[config.mk]
export PLATFORM = sky130hd
export DESIGN_NAME = sb_tx_arbiter_flat
export DESIGN_NICKNAME = d
export VERILOG_FILES = /design/src/rtl/sb_tx_arbiter_if.sv /design/src/rtl/sb_tx_arbiter.sv /design/src/flat_wrapper.sv
export SDC_FILE = /design/constraint.sdc
export NUM_CORES = 1
export LEC_CHECK = 0
export CAP_MARGIN = 20
export CORE_AREA = 2 2 105 107
export CTS_CLUSTER_SIZE = 40
export DETAILED_ROUTE_END_ITERATION = 6
export DIE_AREA = 0 0 107 109
export GPL_TIMING_DRIVEN = 0
export HOLD_SLACK_MARGIN = 0.1
export PLACE_DENSITY_LB_ADDON = 0.2
export SETUP_SLACK_MARGIN = 0.02
export SLEW_MARGIN = 20
export SYNTH_ARGS = -nofsm -noshare
export SYNTH_HDL_FRONTEND = slang
export SYNTH_SLANG_ARGS = --single-unit
[constraint.sdc]
create_clock -name i_clk -period 4.6 [get_ports i_clk]
set_input_delay 1.38 -clock i_clk [delete_from_list [all_inputs] [get_ports i_clk]]
set_output_delay 1.38 -clock i_clk [all_outputs]
set_load 0.005 [all_outputs]
[src/rtl/sb_tx_arbiter_if.sv]
// Sideband transmit arbiter bus: requester handshake, serializer handshake
// and encoder-mux outputs grouped as one interface.
interface sb_tx_arbiter_if #(
  parameter int NUM_REQ = 3
);
  logic [NUM_REQ-1:0]    i_req_valid;
  logic [64*NUM_REQ-1:0] i_req_packet;
  logic [NUM_REQ-1:0]    i_req_needs_rsp;
  logic [NUM_REQ-1:0]    o_req_grant;
  logic                  i_pattern_active;
  logic                  i_ser_done;
  logic                  o_packet_valid;
  logic [63:0]           o_framed_packet_phase;
  logic                  o_timeout_ctr_start;
  logic                  o_busy;

  // Arbiter side.
  modport slave (
    input  i_req_valid,
    input  i_req_packet,
    input  i_req_needs_rsp,
    input  i_pattern_active,
    input  i_ser_done,
    output o_req_grant,
    output o_packet_valid,
    output o_framed_packet_phase,
    output o_timeout_ctr_start,
    output o_busy
  );

  // Requester / serializer / encoder side.
  modport master (
    output i_req_valid,
    output i_req_packet,
    output i_req_needs_rsp,
    output i_pattern_active,
    output i_ser_done,
    input  o_req_grant,
    input  o_packet_valid,
    input  o_framed_packet_phase,
    input  o_timeout_ctr_start,
    input  o_busy
  );
endinterface

[src/rtl/sb_tx_arbiter.sv]
// Sideband transmit arbiter: round-robin selection among packet requesters,
// latches the winning 64-bit framed packet, presents it to the encoder mux
// until the serializer reports completion, then enforces an idle gap.
// Defers to the pattern generator while it owns the serializer.
module sb_tx_arbiter #(
  parameter int NUM_REQ    = 3,
  parameter int GAP_CYCLES = 4
) (
  input  logic           i_clk,
  input  logic           i_rst,
  sb_tx_arbiter_if.slave bus
);

  localparam int PTR_W = (NUM_REQ > 1) ? $clog2(NUM_REQ) : 1;

  typedef enum logic [1:0] {
    IDLE = 2'd0,
    SEND = 2'd1,
    GAP  = 2'd2
  } state_t;

  state_t                state_r;
  state_t                state_nxt_s;
  logic [PTR_W-1:0]      rr_ptr_r;
  logic [3:0]            gap_cnt_r;

  logic                  pick_found_s;
  logic [PTR_W-1:0]      pick_idx_s;
  logic [63:0]           pick_pkt_s;
  logic                  pick_rsp_s;
  logic [NUM_REQ-1:0]    pick_onehot_s;
  logic [PTR_W-1:0]      ptr_after_s;

  logic                  do_grant_s;
  logic                  gap_load_s;
  logic                  gap_dec_s;

  logic [NUM_REQ-1:0]    grant_r;
  logic [63:0]           packet_r;
  logic                  pkt_valid_r;
  logic                  tmo_start_r;
  logic                  busy_r;

  // Round-robin pick: returns {found, index} of the first valid requester
  // scanning ptr, ptr+1, ... modulo NUM_REQ. Scanning from the farthest
  // offset down lets the nearest valid requester overwrite the result.
  function automatic logic [PTR_W:0] rr_pick(
    input logic [NUM_REQ-1:0] valid,
    input logic [PTR_W-1:0]   ptr
  );
    logic [PTR_W:0]   res;
    logic [PTR_W-1:0] sel;
    int unsigned      idx;
    res = '0;
    for (int i = NUM_REQ - 1; i >= 0; i--) begin
      idx = int'(ptr) + i;
      idx = (idx >= NUM_REQ) ? idx - NUM_REQ : idx;
      sel = PTR_W'(idx);
      res = valid[sel] ? {1'b1, sel} : res;
    end
    return res;
  endfunction

  assign {pick_found_s, pick_idx_s} = rr_pick(bus.i_req_valid, rr_ptr_r);
  assign pick_pkt_s    = bus.i_req_packet[{pick_idx_s, 6'd0} +: 64];
  assign pick_rsp_s    = bus.i_req_needs_rsp[pick_idx_s];
  assign pick_onehot_s = {{(NUM_REQ-1){1'b0}}, 1'b1} << pick_idx_s;
  assign ptr_after_s   = (pick_idx_s == PTR_W'(NUM_REQ - 1)) ? '0 : pick_idx_s + 1'b1;

  // Next-state and control decode; ser_done only matters in SEND, and the
  // pattern generator blocks new grants only while IDLE.
  always_comb begin
    state_nxt_s = state_r;
    do_grant_s  = 1'b0;
    gap_load_s  = 1'b0;
    gap_dec_s   = 1'b0;
    case (state_r)
      IDLE: begin
        if (!bus.i_pattern_active && pick_found_s) begin
          do_grant_s  = 1'b1;
          state_nxt_s = SEND;
        end else begin
          state_nxt_s = IDLE;
        end
      end
      SEND: begin
        if (bus.i_ser_done) begin
          gap_load_s  = 1'b1;
          state_nxt_s = GAP;
        end else begin
          state_nxt_s = SEND;
        end
      end
      GAP: begin
        gap_dec_s = 1'b1;
        if (gap_cnt_r <= 4'd1) begin
          state_nxt_s = IDLE;
        end else begin
          state_nxt_s = GAP;
        end
      end
      default: begin
        state_nxt_s = IDLE;
      end
    endcase
  end

  // State register.
  always_ff @(posedge i_clk) begin
    if (i_rst) begin
      state_r <= IDLE;
    end else begin
      state_r <= state_nxt_s;
    end
  end

  // Round-robin pointer advances past each winner.
  always_ff @(posedge i_clk) begin
    if (i_rst) begin
      rr_ptr_r <= '0;
    end else if (do_grant_s) begin
      rr_ptr_r <= ptr_after_s;
    end
  end

  // Idle-gap counter: loaded when the serializer finishes, counts down in GAP.
  always_ff @(posedge i_clk) begin
    if (i_rst) begin
      gap_cnt_r <= 4'd0;
    end else if (gap_load_s) begin
      gap_cnt_r <= 4'(GAP_CYCLES);
    end else if (gap_dec_s) begin
      gap_cnt_r <= gap_cnt_r - 4'd1;
    end else begin
      gap_cnt_r <= 4'd0;
    end
  end

  // Registered outputs: grant and timeout-start pulse only on the grant edge,
  // packet latched on grant and held, valid/busy follow the next state.
  always_ff @(posedge i_clk) begin
    if (i_rst) begin
      grant_r     <= '0;
      packet_r    <= 64'd0;
      pkt_valid_r <= 1'b0;
      tmo_start_r <= 1'b0;
      busy_r      <= 1'b0;
    end else begin
      grant_r     <= do_grant_s ? pick_onehot_s : '0;
      packet_r    <= do_grant_s ? pick_pkt_s : packet_r;
      pkt_valid_r <= (state_nxt_s == SEND);
      tmo_start_r <= do_grant_s & pick_rsp_s;
      busy_r      <= (state_nxt_s != IDLE);
    end
  end

  assign bus.o_req_grant           = grant_r;
  assign bus.o_framed_packet_phase = packet_r;
  assign bus.o_packet_valid        = pkt_valid_r;
  assign bus.o_timeout_ctr_start   = tmo_start_r;
  assign bus.o_busy                = busy_r;

endmodule

[src/flat_wrapper.sv]
// flat-port wrapper written by rule: the top's interface ports become plain ports
module sb_tx_arbiter_flat 
#(
  parameter int NUM_REQ    = 3,
  parameter int GAP_CYCLES = 4
)
  (i_clk, i_rst, bus_i_req_valid, bus_i_req_packet, bus_i_req_needs_rsp, bus_i_pattern_active, bus_i_ser_done, bus_o_req_grant, bus_o_packet_valid, bus_o_framed_packet_phase, bus_o_timeout_ctr_start, bus_o_busy);
  sb_tx_arbiter_if #(.NUM_REQ(NUM_REQ)) bus_i ();
  input  logic i_clk;
  input  logic i_rst;
  input wire logic [$bits(bus_i.i_req_valid)-1:0] bus_i_req_valid;
  input wire logic [$bits(bus_i.i_req_packet)-1:0] bus_i_req_packet;
  input wire logic [$bits(bus_i.i_req_needs_rsp)-1:0] bus_i_req_needs_rsp;
  input wire logic [$bits(bus_i.i_pattern_active)-1:0] bus_i_pattern_active;
  input wire logic [$bits(bus_i.i_ser_done)-1:0] bus_i_ser_done;
  output wire logic [$bits(bus_i.o_req_grant)-1:0] bus_o_req_grant;
  output wire logic [$bits(bus_i.o_packet_valid)-1:0] bus_o_packet_valid;
  output wire logic [$bits(bus_i.o_framed_packet_phase)-1:0] bus_o_framed_packet_phase;
  output wire logic [$bits(bus_i.o_timeout_ctr_start)-1:0] bus_o_timeout_ctr_start;
  output wire logic [$bits(bus_i.o_busy)-1:0] bus_o_busy;
  assign bus_i.i_req_valid = bus_i_req_valid;
  assign bus_i.i_req_packet = bus_i_req_packet;
  assign bus_i.i_req_needs_rsp = bus_i_req_needs_rsp;
  assign bus_i.i_pattern_active = bus_i_pattern_active;
  assign bus_i.i_ser_done = bus_i_ser_done;
  assign bus_o_req_grant = bus_i.o_req_grant;
  assign bus_o_packet_valid = bus_i.o_packet_valid;
  assign bus_o_framed_packet_phase = bus_i.o_framed_packet_phase;
  assign bus_o_timeout_ctr_start = bus_i.o_timeout_ctr_start;
  assign bus_o_busy = bus_i.o_busy;
  sb_tx_arbiter #(.NUM_REQ(NUM_REQ), .GAP_CYCLES(GAP_CYCLES)) u_core (.i_clk(i_clk), .i_rst(i_rst), .bus(bus_i));
endmodule
==> flow_summary.ini, run 1 <==
[run_status]
status = completed

[placed_design]
gpl.final_weighted_congestion = 0.8203
port_buffers = 270
dp_hpwl_um = 11830

[detailed_routing]
drt-pass1-iter-count = 4
routed_wirelength_um = 14430
route.detailed.vias_per_inst = 5.127
drt_first_iter_violations = 158
met2WireLength_um = 7546
topRoutingLayerUsed = met4
drt_drc_violations_left = 0
via_count = 4255
route.met3.wl_um = 1079
wire_per_inst_um = 17.39
post_drt_antenna_nets = 0
met1Wirelength_um = 5464

[timing]
fmax_mhz = 295.5
fin_worst_hold_slack_ns = 0.4617
maxSlewHeadroom_pct = 54.99
final_hold_viol_count = 0
post-route-min-period_ns = 3.384
final-setup-viol-count = 0
totalNegativeSetupSlack_ns = 0
timing.final.max_slew_violations = 0
worst_skew_ns = 0.01246
grt_setup_unrepaired = false
timing.final.crit_share_pct = 73.57
worst_slew_pin_slew_ns = 0.6701

[yosys]
asyncSetResetFlopFracSynth_pct = 0
synth_edf_count = 0
synth-warning-count = 0
post_synth_inst_count = 406
ys_ff_latch = 78
post_synth.cell_area_avg_um2 = 9.819
synth_area_mm2 = 0.003986
synth.yosys.seq_area_share_pct = 39.17
synthDistinctLibCells = 43
top_ff_cell_synth = sky130_fd_sc_hd__dfxtp_1
net_count_after_synthesis = 614

[clock_tree]
max-clock-path-buffers = 2
cts.sinks = 78
clkLatencyLatePin_ns = 0.35
path_clk_slew_ns = 0.09
postCtsSetupRepairBufs = 0
cts_tree = done
clk_root_buffer_cell = sky130_fd_sc_hd__clkbuf_8
htree_num_levels = 3
postCtsResizedCells = 0
tritoncts.num_buffers = 9
cts_hold_buf = 0

[critical_path]
worstPathArrival_ns = 3.66
start_kind = input port
critical-path-slowest-cell = sky130_fd_sc_hd__clkdlybuf4s50_1
crit_chain = clkdlybuf4s50_1 -> mux2i_1 -> or2_1 -> buf_4 -> o211a_1 -> buf_2 -> clkbuf_1 -> a22oi_1 -> o21ai_1
critical-path-top-delay-family = buffers and inverters
endpoint_kind = flip-flop
critical_path_class = in -> reg
reg2reg_slack_ns = 1.86
slowest_delay_ns = 0.52
crit_buf_inv = 4
cp_data_required_time_ns = 4.88
worstPathMaxFanout = 10

[final_layout]
design.final.nets = 895
layout_common_cells = sky130_fd_sc_hd__clkdlybuf4s50_1 (270), sky130_fd_sc_hd__dfxtp_1 (78), sky130_fd_sc_hd__mux2i_1 (66)
filler_cells_inserted = 883
final_layout_size_suffix_gt1_share_pct = 7.681
n_antenna_cell = 0
synthesis_to_finish_area_growth_pct = 76.62
final_common_cell = sky130_fd_sc_hd__clkdlybuf4s50_1

[pwr]
p_leak_nw = 2.776
pwr_density_cell_mw_per_mm2 = 354.4
irDropWorstVdd_mv = 0.1594

[global_route]
grt_antenna_before_repair = 0
grt_max_degree = 13
global_route.usage.total_pct = 24.08
vias_in_the_first_global_route = 4265
overflow = 0
grt_pass1_wl_um = 21710

[worst_hold_path]
holdCritPathClass = reg -> reg

[floorplan]
initial_core_util_pct = 37.60
placeableCoreArea_mm2 = 0.01060
core.rowCount = 38
die_y_um = 109
chipWidth_um = 107
full_die_area_mm2 = 0.01166
num_io_pins = 272

[flow_run]
drv_cap = 0
-- cells by family after synthesis --
group	synth area share, %
adder cells (fa/ha/maj)	1.883
multiplexers	16.85
buffers and inverters	6.058
AO/OA/AOI/OAI	28.63
flip-flops	39.17
AND/OR/NAND/NOR	6.968
XOR/XNOR	0.4395
-- worst paths after layout --
kind	end	startpoint	cells past startpoint
worst max-delay path	u_core.bus.o_framed_packet_phase[60]	bus_i_req_valid[1]	9
worst max register to register	u_core.bus.o_framed_packet_phase[60]	u_core.rr_ptr_r[0]	9
worst min-delay path	u_core.gap_cnt_r[0]	u_core.gap_cnt_r[0]	1
worst min register to register	u_core.gap_cnt_r[0]	u_core.gap_cnt_r[0]	1
-- metrics by stage --
| stage | power, mW | util (%) | setup slack, ns | cells | instance area, µm² |
|---|---|---|---|---|---|
| floorplan | 1.464 | - | 1.718 | 406 | 3986 |
| global placement | 1.988 | 64.74 | 0.9350 | 816 | 6864 |
| detailed placement | 2.017 | 64.74 | 0.8808 | 816 | 6864 |
| finish | 2.495 | 66.40 | 1.216 | 830 | 7041 |
| CTS | 2.513 | 66.40 | 1.238 | 830 | 7041 |
| global route | 2.627 | 66.40 | 1.044 | 830 | 7041 |
-- synth_stat cells, types with 2 or more instances --
| library cell | instances | area, µm² |
|---|---|---|
| sky130_fd_sc_hd__dfxtp_1 | 78 | 1562 |
| sky130_fd_sc_hd__mux2i_1 | 66 | 660.6 |
| sky130_fd_sc_hd__o21ai_1 | 61 | 305.3 |
| sky130_fd_sc_hd__a22oi_1 | 58 | 435.4 |
| sky130_fd_sc_hd__nor2_1 | 14 | 52.55 |
| sky130_fd_sc_hd__nand2_1 | 12 | 45.04 |
| sky130_fd_sc_hd__buf_2 | 10 | 50.05 |
| sky130_fd_sc_hd__and2_1 | 8 | 50.05 |
| sky130_fd_sc_hd__buf_6 | 8 | 90.09 |
| sky130_fd_sc_hd__clkbuf_1 | 8 | 30.03 |
| sky130_fd_sc_hd__inv_1 | 7 | 26.28 |
| sky130_fd_sc_hd__a211oi_1 | 6 | 45.04 |
| sky130_fd_sc_hd__buf_4 | 6 | 45.04 |
| sky130_fd_sc_hd__ha_1 | 6 | 75.07 |
| sky130_fd_sc_hd__nand2b_1 | 6 | 37.54 |
| sky130_fd_sc_hd__o22a_1 | 6 | 52.55 |
| sky130_fd_sc_hd__o31ai_2 | 6 | 75.07 |
| sky130_fd_sc_hd__a21oi_1 | 4 | 20.02 |
| sky130_fd_sc_hd__nand3b_1 | 3 | 22.52 |
| sky130_fd_sc_hd__nor2b_1 | 3 | 18.77 |
| sky130_fd_sc_hd__nor3_1 | 3 | 15.01 |
| sky130_fd_sc_hd__a21o_1 | 2 | 15.01 |
| sky130_fd_sc_hd__a221oi_2 | 2 | 30.03 |
| sky130_fd_sc_hd__o21ai_2 | 2 | 17.52 |
| sky130_fd_sc_hd__o21ai_4 | 2 | 32.53 |
| sky130_fd_sc_hd__or2_1 | 2 | 12.51 |
-- registers in the layout (all words and copies together) (netlist names) --
| register | count |
|---|---|
| u_core.bus.o_busy | 1 |
| u_core.bus.o_framed_packet_phase | 64 |
| u_core.bus.o_packet_valid | 1 |
| u_core.bus.o_req_grant | 3 |
| u_core.bus.o_timeout_ctr_start | 1 |
| u_core.gap_cnt_r | 4 |
| u_core.rr_ptr_r | 2 |
| u_core.state_r | 2 |
-- report_power, final --
group          total [mW]  switching (mW)  internal (mW)  leakage (nW)
sequential          0.869          0.0703          0.799         0.639
clock               0.496           0.254          0.242        0.0907
combinational        1.13           0.482          0.648          2.05
-- cell type report --
type / count / area [µm²] / share of cell area [%]
Timing Repair Buffer: 270 / 2703 / 38.39
Inverter: 7 / 26.28 / 0.3732
Tap cell: 140 / 175.2 / 2.488
Buffer: 32 / 215.2 / 3.057
Clock inverter: 5 / 52.55 / 0.7464
Multi-Input combinational cell: 289 / 2183 / 31.01
Clock buffer: 9 / 123.9 / 1.759
Sequential cell: 78 / 1562 / 22.18
-- worst register-to-register path: cells and delay by family, from the launching register on --
family                   cells  cell delay [ns]
AO/OA/AOI/OAI                4             0.98
adder cells (fa/ha/maj)      1             0.29
flip-flops                   1             0.41
AND/OR/NAND/NOR              1             0.34
buffers and inverters        3             0.60
-- metal layers --
layer	global-route usage [%]	vias to the layer above
met5	0	-
met4	9.184	0
met3	6.396	25
met2	44.45	184
met1	26.38	1964
li1	-	2082
(Power assumes the default switching activity.)
==> run 2, diff against run 1 <==
--- a/config.mk
+++ b/config.mk
@@ -6,10 +6,10 @@
 export NUM_CORES = 1
 export LEC_CHECK = 0
 export CAP_MARGIN = 20
-export CORE_AREA = 2 2 105 107
+export CORE_ASPECT_RATIO = 1.75
+export CORE_UTILIZATION = 32
 export CTS_CLUSTER_SIZE = 40
 export DETAILED_ROUTE_END_ITERATION = 6
-export DIE_AREA = 0 0 107 109
 export GPL_TIMING_DRIVEN = 0
 export HOLD_SLACK_MARGIN = 0.1
 export PLACE_DENSITY_LB_ADDON = 0.2
==> constraint.sdc (replaced) <==
create_clock -name i_clk -period 3.1 [get_ports i_clk]
set_input_delay 0.93 -clock i_clk [delete_from_list [all_inputs] [get_ports i_clk]]
set_output_delay 0.93 -clock i_clk [all_outputs]
set_load 0.005 [all_outputs]
==> run 2 against run 1 <==
  * Setup slack got worse by 1.0 ns
  * Largest cell class unchanged
  * Critical path depth fell by 2
  * Non-clock buffer count unchanged
  * Clock skew fell by 0.0060 ns
  * Die area is 11% higher
  * Final cell count increased by 3.3%
==> flow_summary.ini, run 2 (same netlist as run 1, synthesis figures left out) <==
[run_status]
status = completed

[global_route]
global_route.usage.total_pct = 23.30
overflow = 0
grt_antenna_before_repair = 0
grt_pass1_wl_um = 23000
vias_in_the_first_global_route = 4541
grt_max_degree = 14

[final_layout]
regArea_mm2 = 0.001562
layout_common_cells = sky130_fd_sc_hd__clkdlybuf4s50_1 (270), sky130_fd_sc_hd__dfxtp_1 (78), sky130_fd_sc_hd__mux2i_1 (66)
n_antenna_cell = 0
largest_register_ffs = 64
final_common_cell = sky130_fd_sc_hd__clkdlybuf4s50_1
fin_cells = 857
synthesis_to_finish_area_growth_pct = 80.67
final_layout_size_suffix_gt1_share_pct = 8.092
multiInputGateArea_mm2 = 0.002186
filler_cells_inserted = 1085
post-route-cell-area_mm2 = 0.007202
layout_utilization_pct = 59.67
design.final.nets = 895

[floorplan]
placeableCoreArea_mm2 = 0.01207
full_die_area_mm2 = 0.01293
chipWidth_um = 86.37
num_io_pins = 272
core.rowCount = 53
die_y_um = 149.7
initial_core_util_pct = 33.03

[worst_hold_path]
holdCritPathClass = reg -> reg
instance_count_along_the_most_critical_hold_path = 2

[clock_tree]
cts_hold_buf = 0
path_clk_slew_ns = 0.06
cts_tree = done
cts.sinks = 78
tritoncts.num_buffers = 9
max-clock-path-buffers = 2
clk_root_buffer_cell = sky130_fd_sc_hd__clkbuf_16
htree_num_levels = 3
clkLatencyLatePin_ns = 0.33

[critical_path]
worst-r2r-cell-count = 10
crit_cells = 7
timing.critical_path.from = bus_i_req_valid[1]
worstReg2RegStart = u_core.rr_ptr_r[0]
reg2reg_slack_ns = 0.39
crit_chain = clkdlybuf4s50_1 -> a221oi_1 -> a32oi_1 -> o21ai_4 -> nand2b_2 -> buf_2 -> o21ai_1
critical-path-top-delay-family = compound AO/OA/AOI/OAI gates
crit_buf_inv = 2
worstSetupEndpoint = u_core.bus.o_framed_packet_phase[51]
cp_data_required_time_ns = 3.31
critical_path_class = in -> reg
worstPathArrival_ns = 3.14
worstPathMaxFanout = 10
slowest_delay_ns = 0.52
start_kind = input port
endpoint_kind = flip-flop
critical-path-slowest-cell = sky130_fd_sc_hd__clkdlybuf4s50_1
rr_endpoint = u_core.bus.o_timeout_ctr_start

[flow_run]
drv_cap = 0

[placed_design]
port_buffers = 270
placedCellCount = 841
dp_hpwl_um = 12210
gpl.final_weighted_congestion = 0.8252
pre_cts_slack_ns = -0.2512
dpl-instance-area_mm2 = 0.006895

[pwr]
p_leak_nw = 2.835
totalPowerFinal_mw = 4.058
pwr_density_cell_mw_per_mm2 = 563.5
irDropWorstVdd_mv = 0.2748

[timing]
timing.final.crit_share_pct = 94.47
worst_slew_pin_slew_ns = 0.7964
grt_setup_unrepaired = false
worst_skew_ns = 0.006474
final_hold_viol_count = 0
final-setup-viol-count = 0
fmax_mhz = 341.5
post-route-min-period_ns = 2.929
fin_ws_ns = 0.1714
timing.final.max_slew_violations = 0
maxSlewHeadroom_pct = 46.50

[detailed_routing]
route.detailed.vias_per_inst = 5.050
drt_drc_violations_left = 0
wire_per_inst_um = 17.60
post_drt_antenna_nets = 0
drt-pass1-iter-count = 4
drt_first_iter_violations = 108
via_count = 4328
routed_wirelength_um = 15080
[run 2: report_power, final]
part	internal, mW	leakage (nW)	switching (mW)	total [mW]
Combinational	0.963	2.05	0.733	1.70
Sequential	1.19	0.639	0.0996	1.29
Clock	0.651	0.143	0.424	1.08
Total	2.80	2.84	1.26	4.06
[run 2: layout make-up]
type / instances / area share [%]
Sequential cell: 78 / 21.68
Timing Repair Buffer: 270 / 37.53
Buffer: 32 / 3.023
Tap cell: 165 / 2.867
Multi-Input combinational cell: 289 / 30.35
Inverter: 7 / 0.3648
Clock inverter: 4 / 0.7644
Clock buffer: 12 / 3.423
[run 2: stage by stage]
| stage | hold slack, ns | TNS [ns] |
|---|---|---|
| floorplan | 0.4296 | 0 |
| global placement | 0.4460 | -8.079 |
| detailed placement | 0.4474 | -12.60 |
| CTS | 0.4616 | 0 |
| global route | 0.4868 | 0 |
| finish | 0.4584 | 0 |
[run 2: worst min-delay path by stage]
stage / slack, ns / to / start
6_report: 0.46 / u_core.bus.o_framed_packet_phase[9] / u_core.bus.o_framed_packet_phase[9]
5_1_grt: 0.49 / u_core.bus.o_framed_packet_phase[45] / u_core.bus.o_framed_packet_phase[45]
4_1_cts: 0.46 / u_core.bus.o_framed_packet_phase[9] / u_core.bus.o_framed_packet_phase[9]
3_5_place_dp: 0.45 / u_core.bus.o_framed_packet_phase[45] / u_core.bus.o_framed_packet_phase[45]
3_3_place_gp: 0.45 / u_core.gap_cnt_r[0] / u_core.gap_cnt_r[0]
2_1_floorplan: 0.43 / u_core.gap_cnt_r[0] / u_core.gap_cnt_r[0]
[run 2: per-layer routing]
| metal | GRT usage [%] | routed length (µm) | vias up |
|---|---|---|---|
| met5 | 0 | 0 | - |
| met4 | 8.833 | 427 | 0 |
| met3 | 5.405 | 863 | 26 |
| met2 | 45.67 | 8662 | 171 |
| met1 | 22.98 | 5128 | 2039 |
| li1 | - | - | 2092 |
[run 2: what timing repair did]
action / CTS / global route
buffers inserted: 0 / 0
resized for setup: 0 / 5
endpoints found under the setup margin: 0 / 59
[run 2: worst register-to-register path, cell delays in order (launching register included)]
cell and delay [ns]:
sky130_fd_sc_hd__dfxtp_1 0.37, sky130_fd_sc_hd__inv_1 0.08, sky130_fd_sc_hd__ha_1 0.29, sky130_fd_sc_hd__clkbuf_1 0.22, sky130_fd_sc_hd__a21o_1 0.24, sky130_fd_sc_hd__o311ai_4 0.49, sky130_fd_sc_hd__o21ai_2 0.10, sky130_fd_sc_hd__buf_6 0.17
sky130_fd_sc_hd__buf_6 0.16, sky130_fd_sc_hd__mux2i_1 0.36, sky130_fd_sc_hd__o21ai_1 0.09
==> run 3, diff against run 2 <==
--- a/config.mk
+++ b/config.mk
@@ -5,9 +5,11 @@
 export SDC_FILE = /design/constraint.sdc
 export NUM_CORES = 1
 export LEC_CHECK = 0
+export ABC_CLOCK_PERIOD_IN_PS = 3200
 export CAP_MARGIN = 20
 export CORE_ASPECT_RATIO = 1.75
-export CORE_UTILIZATION = 32
+export CORE_MARGIN = 4
+export CORE_UTILIZATION = 36
 export CTS_CLUSTER_SIZE = 40
 export DETAILED_ROUTE_END_ITERATION = 6
 export GPL_TIMING_DRIVEN = 0
==> constraint.sdc (replaced) <==
create_clock -name i_clk -period 3.2 [get_ports i_clk]
set_input_delay 0.96 -clock i_clk [delete_from_list [all_inputs] [get_ports i_clk]]
set_output_delay 0.96 -clock i_clk [all_outputs]
set_load 0.005 [all_outputs]
==> run 3 against run 2 <==
  * Total power down 3.4%
  * Utilization up 6.8 points
  * Combinational power down 3%
  * Sequential share of layout area up 0.16 points
  * First-iteration DRC count up 36%
  * Die area down 0.30%
  * Critical path type unchanged
  * Critical endpoint is now u_core.bus.o_framed_packet_phase[12]
==> flow_summary.ini, run 3 (same netlist as run 1, synthesis figures left out) <==
[final_layout]
design.final.nets = 895
largest_register_ffs = 64
final_common_cell = sky130_fd_sc_hd__clkdlybuf4s50_1
n_antenna_cell = 0
layout_utilization_pct = 66.43
synthesis_to_finish_area_growth_pct = 79.32
final_layout_size_suffix_gt1_share_pct = 7.681
layout_common_cells = sky130_fd_sc_hd__clkdlybuf4s50_1 (270), sky130_fd_sc_hd__dfxtp_1 (78), sky130_fd_sc_hd__mux2i_1 (66)

[critical_path]
endpoint_kind = flip-flop
worst-r2r-cell-count = 10
worstReg2RegStart = u_core.rr_ptr_r[0]
critical-path-top-delay-family = compound AO/OA/AOI/OAI gates
slowest_delay_ns = 0.50
reg2reg_slack_ns = 0.55
worstPathMaxFanout = 10
crit_chain = clkdlybuf4s50_1 -> a221oi_1 -> a32oi_1 -> o21ai_4 -> nand2b_1 -> buf_2 -> o21ai_1
crit_buf_inv = 2
critical-path-slowest-cell = sky130_fd_sc_hd__clkdlybuf4s50_1
cp_data_required_time_ns = 3.41
rr_endpoint = u_core.bus.o_timeout_ctr_start
worstPathArrival_ns = 3.10
start_kind = input port
critical_path_class = in -> reg

[detailed_routing]
routed_wirelength_um = 15620
drt_first_iter_violations = 147
drt-pass1-iter-count = 4
route.detailed.vias_per_inst = 5.244
wire_per_inst_um = 19.05
post_drt_antenna_nets = 0
drt_drc_violations_left = 0
via_count = 4300

[global_route]
vias_in_the_first_global_route = 4613
overflow = 0
grt_pass1_wl_um = 23540
grt_antenna_before_repair = 0
grt_max_degree = 13
global_route.usage.total_pct = 23.67

[pwr]
pwr_density_cell_mw_per_mm2 = 548.6
p_leak_nw = 2.833
irDropWorstVdd_mv = 0.3960

[worst_hold_path]
holdCritPathClass = reg -> reg
instance_count_along_the_most_critical_hold_path = 2
worst_hold_startpoint = u_core.bus.o_framed_packet_phase[45]
hold-path-endpoint = u_core.bus.o_framed_packet_phase[45]

[timing]
grt_setup_unrepaired = false
worst_slew_pin_slew_ns = 0.6373
final-setup-viol-count = 0
fmax_mhz = 346.3
timing.final.crit_share_pct = 90.24
final_hold_viol_count = 0
worst_skew_ns = 0.007801
post-route-min-period_ns = 2.888
maxSlewHeadroom_pct = 57.19
timing.final.max_slew_violations = 0
fin_ws_ns = 0.3124

[floorplan]
placeableCoreArea_mm2 = 0.01076
num_io_pins = 272
initial_core_util_pct = 37.05
die_y_um = 147.2
full_die_area_mm2 = 0.01289
chipWidth_um = 87.55
core.rowCount = 50

[run_status]
status = completed

[clock_tree]
htree_num_levels = 3
path_clk_slew_ns = 0.06
cts.sinks = 78
cts_hold_buf = 0
max-clock-path-buffers = 2
postCtsResizedCells = 0
postCtsSetupRepairBufs = 0
cts_tree = done
clk_root_buffer_cell = sky130_fd_sc_hd__clkbuf_16
tritoncts.num_buffers = 9
clkLatencyLatePin_ns = 0.33

[placed_design]
pre_cts_slack_ns = -0.05561
gpl.final_weighted_congestion = 0.8651
port_buffers = 270
dp_hpwl_um = 12890

[flow_run]
drv_cap = 0
## run 3: cell count changes in the layout (fill, tap and decap cells not counted), sizes merged
cell,change
clkbuf,-1
clkinvlp,-1
## run 3: final cells by class
cell class | instances | area, µm²
fillers | 925 | 3612
repair buffers | 270 | 2703
multi-input cells | 289 | 2183
flip-flops and latches | 78 | 1562
clock buffers | 11 | 252.7
plain buffers | 32 | 215.2
well taps | 130 | 162.7
clock inverters | 3 | 43.79
inverters | 7 | 26.28
## run 3: per-stage QoR
step	area, µm²	hold slack (ns)	cells	power, mW	TNS [ns]
floorplan	3986	0.4296	406	2.104	0
global placement	6852	0.4426	806	2.888	-0.04314
detailed placement	6852	0.4530	806	2.925	-1.117
CTS	7148	0.4666	820	3.961	0
global route	7148	0.4906	820	4.123	0
finish	7148	0.4641	820	3.922	0
## run 3: per-layer routing
| layer | part of all wire (%) | track usage, % | routed length (µm) | up-vias |
|---|---|---|---|---|
| met4 | 2.4 | 7.834 | 372 | 0 |
| met3 | 7.4 | 7.351 | 1156 | 25 |
| li1 | - | - | - | 2088 |
| met1 | 34 | 23.30 | 5362 | 2011 |
| met2 | 56 | 45.02 | 8729 | 176 |
| met5 | 0 | 0 | 0 | - |
## run 3: worst reg2reg max path: stages, from the launching register on
cell,delay (ns)
sky130_fd_sc_hd__dfxtp_1,0.38
sky130_fd_sc_hd__inv_1,0.08
sky130_fd_sc_hd__ha_1,0.29
sky130_fd_sc_hd__clkbuf_1,0.20
sky130_fd_sc_hd__a21o_1,0.22
sky130_fd_sc_hd__o311ai_4,0.50
sky130_fd_sc_hd__o21ai_2,0.10
sky130_fd_sc_hd__buf_6,0.17
sky130_fd_sc_hd__buf_6,0.17
sky130_fd_sc_hd__mux2i_1,0.34
sky130_fd_sc_hd__o21ai_1,0.09
## run 3: power breakdown
group          total (mW)  switching (mW)  internal (mW)  leakage (nW)
Sequential           1.25          0.0968           1.15         0.639
Combinational        1.65           0.715          0.933          2.05
Clock                1.03           0.388          0.639         0.148
## run 3: worst max-delay path by stage
stage | from | endpoint | slack (ns) | cells past startpoint
floorplan | bus_i_req_valid[2] | u_core.bus.o_framed_packet_phase[10] | 0.74 | 7
global placement | bus_i_req_valid[1] | u_core.bus.o_timeout_ctr_start | -0.01 | 8
detailed placement | bus_i_req_valid[1] | u_core.bus.o_timeout_ctr_start | -0.06 | 8
CTS | bus_i_req_valid[1] | u_core.bus.o_framed_packet_phase[51] | 0.28 | 7
global route | bus_i_req_valid[1] | u_core.bus.o_framed_packet_phase[40] | 0.07 | 7
finish | bus_i_req_valid[1] | u_core.bus.o_framed_packet_phase[12] | 0.31 | 7
